`src/rtl/imem_loader.sv`:
```
// Byte-stream loader for the instruction RAM: length header, then LE words.
// Ports: clk/rst_n, start/abort, in_valid/in_ready/in_data, wr_*, busy/done/err.
module imem_loader #(
  parameter int DEPTH = 10240,
  parameter int IDX_W = 14
) (
  input  logic             clk,
  input  logic             rst_n,
  input  logic             start,
  input  logic             abort,
  input  logic             in_valid,
  input  logic [7:0]       in_data,
  output logic             in_ready,
  output logic             wr_en,
  output logic [IDX_W-1:0] wr_index,
  output logic [31:0]      wr_data,
  output logic             busy,
  output logic             done,
  output logic             err
);

  typedef enum logic [2:0] {
    IDLE,
    LEN,
    DATA,
    LAST,
    DN,
    ER
  } state_t;

  state_t           state, state_n;
  logic [31:0]      len, len_n;
  logic [31:0]      word, word_n;
  logic [IDX_W:0]   word_cnt, word_cnt_n;
  logic [1:0]       byte_cnt, byte_cnt_n;
  logic             in_ready_n;
  logic             wr_en_n;
  logic [IDX_W-1:0] wr_index_n;
  logic [31:0]      wr_data_n;
  logic             busy_n;
  logic             done_n;
  logic             err_n;

  logic             fire;
  logic [31:0]      len_full;
  logic [31:0]      word_full;

  assign fire      = in_valid && in_ready;
  // Shift-right insertion leaves byte k at [8k+7:8k] after four bytes.
  assign len_full  = {in_data, len[31:8]};
  assign word_full = {in_data, word[31:8]};

  always_comb begin
    state_n    = state;
    len_n      = len;
    word_n     = word;
    word_cnt_n = word_cnt;
    byte_cnt_n = byte_cnt;
    in_ready_n = in_ready;
    wr_en_n    = 1'b0;
    wr_index_n = wr_index;
    wr_data_n  = wr_data;
    busy_n     = busy;
    done_n     = done;
    err_n      = err;
    if (abort) begin
      state_n    = IDLE;
      in_ready_n = 1'b0;
      busy_n     = 1'b0;
      done_n     = 1'b0;
      err_n      = 1'b0;
      byte_cnt_n = 2'd0;
    end else begin
      unique case (state)
        IDLE, DN, ER: begin
          if (start) begin
            state_n    = LEN;
            len_n      = 32'd0;
            byte_cnt_n = 2'd0;
            word_cnt_n = '0;
            done_n     = 1'b0;
            err_n      = 1'b0;
            busy_n     = 1'b1;
            in_ready_n = 1'b1;
          end
        end
        LEN: begin
          if (fire) begin
            len_n      = len_full;
            byte_cnt_n = byte_cnt + 2'd1;
            if (byte_cnt == 2'd3) begin
              if (len_full == 32'd0 ||
                  len_full > 32'(DEPTH)) begin
                state_n    = ER;
                err_n      = 1'b1;
                busy_n     = 1'b0;
                in_ready_n = 1'b0;
              end else begin
                state_n = DATA;
              end
            end
          end
        end
        DATA: begin
          if (fire) begin
            word_n     = word_full;
            byte_cnt_n = byte_cnt + 2'd1;
            if (byte_cnt == 2'd3) begin
              wr_en_n    = 1'b1;
              wr_data_n  = word_full;
              wr_index_n = word_cnt[IDX_W-1:0];
              word_cnt_n = word_cnt + 1'b1;
              // Stop accepting on the same edge the last write issues.
              if (32'(word_cnt) == len - 32'd1) begin
                state_n    = LAST;
                in_ready_n = 1'b0;
              end
            end
          end
        end
        LAST: begin
          state_n = DN;
          done_n  = 1'b1;
          busy_n  = 1'b0;
        end
        default: state_n = IDLE;
      endcase
    end
  end

  always_ff @(posedge clk or negedge rst_n) begin
    if (!rst_n) begin
      state    <= IDLE;
      len      <= '0;
      word     <= '0;
      word_cnt <= '0;
      byte_cnt <= '0;
      in_ready <= 1'b0;
      wr_en    <= 1'b0;
      wr_index <= '0;
      wr_data  <= '0;
      busy     <= 1'b0;
      done     <= 1'b0;
      err      <= 1'b0;
    end else begin
      state    <= state_n;
      len      <= len_n;
      word     <= word_n;
      word_cnt <= word_cnt_n;
      byte_cnt <= byte_cnt_n;
      in_ready <= in_ready_n;
      wr_en    <= wr_en_n;
      wr_index <= wr_index_n;
      wr_data  <= wr_data_n;
      busy     <= busy_n;
      done     <= done_n;
      err      <= err_n;
    end
  end

endmodule

```
`config.mk`:
```
export PLATFORM = sky130hd
export DESIGN_NAME = imem_loader
export DESIGN_NICKNAME = d
export VERILOG_FILES = /design/src/rtl/imem_loader.sv
export SDC_FILE = /design/constraint.sdc
export NUM_CORES = 1
export LEC_CHECK = 0
export CAP_MARGIN = 15
export CORE_MARGIN = 2
export CORE_UTILIZATION = 51
export DETAILED_ROUTE_END_ITERATION = 12
export PLACE_DENSITY = 0.76
export SLEW_MARGIN = 20
export SYNTH_ARGS = -nofsm -noshare
export SYNTH_HDL_FRONTEND = slang
export SYNTH_SLANG_ARGS = --single-unit
```
`constraint.sdc`:
```
create_clock -name clk -period 2.6 [get_ports clk]
set_input_delay 0.52 -clock clk [delete_from_list [all_inputs] [get_ports clk]]
set_output_delay 0.52 -clock clk [all_outputs]
set_load 0.02 [all_outputs]
```
==> flow_summary.toml <==
[status]
status = "finished with violations"
failed_checks = "negative setup slack"

[clock_network]
cts_max_level = 4
cts_made_buffers = 17
cts-root-buf = "clkbuf_16"
postCtsHoldBufs = 0
clockBufferDepth = 2
post_cts_buffers = 0
cts_tree = "done"
clk_latency_ps = 420
clkTransAtPathRegs_ps = 60
cts_sinks = 127

[logic_synthesis]
syn_inst = 626
ys_seq_elements = 127
avgSynthCellArea_um2 = 9.33
yosysMostFrequentCell = "nand2_1"
synth_edf_count = 0
synth_commonest_cells = "nand2_1, dfrtp_1, nand3_1, clkbuf_1, nor2_1"
ys.flop_type = "dfrtp_1"
yosysWarnings = 0
synth_area_leaders = "dfrtp_1, nand2_1, mux2_2, nand3_1, xor2_1"
async_flop_share_pct = 100
synth_area_mm2 = 0.00584
yosysTopAreaCell = "dfrtp_1"
ys_seq_area_share_pct = 54.4
synth_top_area_share_pct = 54.4
syn-num-nets = 642
synth_cell_types = 44

[sta]
tightest_slew_ps = 505
setup_slack_ps = -17.8
hold_ws_ps = 5.87
timing.final.crit_share_pct = 101
hold_viol = 0
fmax_ghz = 0.382
setup_violations = 2
finClkSkew_ps = 8.27
period_needed_ps = 2620
report.final.slew_viol_count = 0
grt_setup_unrepaired = "true"
max_slew_margin_pct = 66.0

[detailed_routing]
viasPerCell = 5.45
wire_per_inst_um = 16.1
drt_iter0_drc = 360
num_vias = 4728
drt_first_pass_iters = 5
drc = 0
wl_um = 13900
detail-route-antenna-nets = 0

[place]
gp_congestion = 0.929
post-dp-hpwl_um = 9310
numPortBuffers = 63
place_area_mm2 = 0.00679
post-place-ws_ps = -66.4

[final_layout]
nets = 727
fillCellCount = 879
antennaDiodeCount = 0
multi_input_area_mm2 = 0.00244
synthToLayoutAreaGrowth_pct = 27.4
final_cell_area_mm2 = 0.00744
layout-drive-gt1-share_pct = 14.2
seq_area_mm2 = 0.00318

[pwr]
power.density_mw_per_mm2 = 738
comb_power_share_pct = 12.9
p_switching_mw = 1.42
p_total_mw = 5.50
switching_share_pct = 25.9
internal_power_mw = 4.07
seqPwrFrac_pct = 39.3
vdd_ir_drop_max_v = 0.000754
p_leak_nw = 3.80
clockPowerShare_pct = 47.8

[floorplan]
die_area_mm2 = 0.0123
die_y_um = 111
initial_utilization_pct = 51.6
row_count = 39
core_area_mm2 = 0.0113
ios = 64
dieWidth_um = 111

[critical_path]
worstPathMaxFanout = 2
worstSetupPathType = "reg -> reg"
slowest_stage = "or4_4"
crit_path_start_kind = "flop"
end_kind = "flop"
crit_chain = "or4_4 > or2_1 > o21ai_1 > or3b_1 > or4_4 > nor4_4 > o21ai_1"
cp_slowest_stage_delay_ps = 540
crit_arrival_ps = 2910
worstPathRequired_ps = 2890

[global_routing]
grt_pass1_wl_um = 23800
grt_pass1_vias = 4894
grt_max_degree = 52
antenna_found_initial = 0
grt_usage_pct = 24.0
grt_overflow_total = 0

[min_path]
hold_path_class = "in -> async"

[flow_run]
max_cap_violations = 0
==> layout make-up <==
class                   instances  share of cell area (%)
flip-flops and latches        127                    42.7
multi-input cells             455                    32.8
repair buffers                103                    13.0
clock buffers                  17                    5.71
clock inverters                15                    3.11
well taps                     143                    2.40
inverters                       7                   0.353
==> timing repair <==
item / 4_1_cts / 5_1_grt
hold endpoints to repair: 0 / 0
resized for setup: 1 / 0
setup endpoints to repair: 2 / 2
gates cloned: 0 / 0
==> metrics by stage <==
| stage | std cells | TNS (ps) | utilization (%) |
|---|---|---|---|
| 3_5_place_dp | 835 | -311 | 60.0 |
| 4_1_cts | 867 | -5.89 | 65.8 |
| 6_report | 867 | -28.3 | 65.8 |
| 5_1_grt | 867 | -86.7 | 65.8 |
| 2_1_floorplan | 626 | 0 | - |
| 3_3_place_gp | 835 | -74.5 | 60.0 |
==> layout by cell type, fill, tap and decap left out, drive strengths merged, types with 2 or more instances in the layout <==
master	netlist	layout
nand2	214	214
dfrtp	127	127
clkdlybuf4s50	0	62
nand3	42	42
buf	6	41
nor2	26	26
mux2	25	25
xor2	21	21
clkbuf	31	17
nor3	15	15
o21ai	15	15
a21oi	14	14
xnor2	14	14
nor4	13	13
inv	7	11
and3	8	8
nand4	7	7
nand2b	5	5
a31oi	5	5
bufinv	0	5
clkinv	0	5
nor2b	4	4
o211ai	3	3
ha	3	3
or4	3	3
and2	2	2
nor3b	2	2
o21a	2	2
==> flip-flops by register name, summed over array words and instances (netlist names) <==
register  count
wr_data      32
len          32
word         24
in_ready      1
wr_en         1
done          1
state         3
wr_index     14
word_cnt     15
byte_cnt      2
err           1
busy          1
==> final timing paths <==
kind / slack (ps) / endpoint / cells past startpoint / from
min in group clk: 470 / wr_data[4] / 2 / word[12]
max in group asynchronous: 1920 / wr_data[15] / 2 / rst_n
max reg2reg: -20 / in_ready / 7 / len[11]
min: 6 / byte_cnt[0] / 1 / rst_n
max: -20 / in_ready / 7 / len[11]
min reg2reg: 470 / wr_data[4] / 2 / word[12]
==> cells by family (layout without fill, tap and decap cells) <==
group	Yosys count	count (layout)	share of synthesized area, %
buf+inv	44	142	3.92
flops	127	127	54.4
compound gates	46	46	4.75
mux	25	25	4.82
fa+ha+maj	3	3	0.642
xor+xnor	35	35	5.25
simple gates	346	346	26.2
==> routing by layer <==
metal / track usage [%] / vias to the layer above / routed length (µm)
met2: 40.0 / 127 / 7110
li1: - / 2258 / -
met1: 30.2 / 2318 / 5890
met3: 5.74 / 25 / 619
met4: 10.1 / 0 / 302
met5: 0 / - / 0
==> power by group through the flow <==
stage               combinational, mW  sequential [mW]  clock, mW
finish                          0.708             2.16       2.63
global placement                0.680             2.19          0
detailed placement              0.701             2.19          0
global route                    0.786             2.17       2.74
CTS                             0.708             2.15       2.67
floorplan                       0.471             2.17          0
==> critical path: cells and delay by family (launching register included) <==
family	cells	cell delay [ps]
and+or+nand+nor	5	1890
DFF	1	380
AOI/OAI and AO/OA	2	230
(Power assumes the default switching activity.)
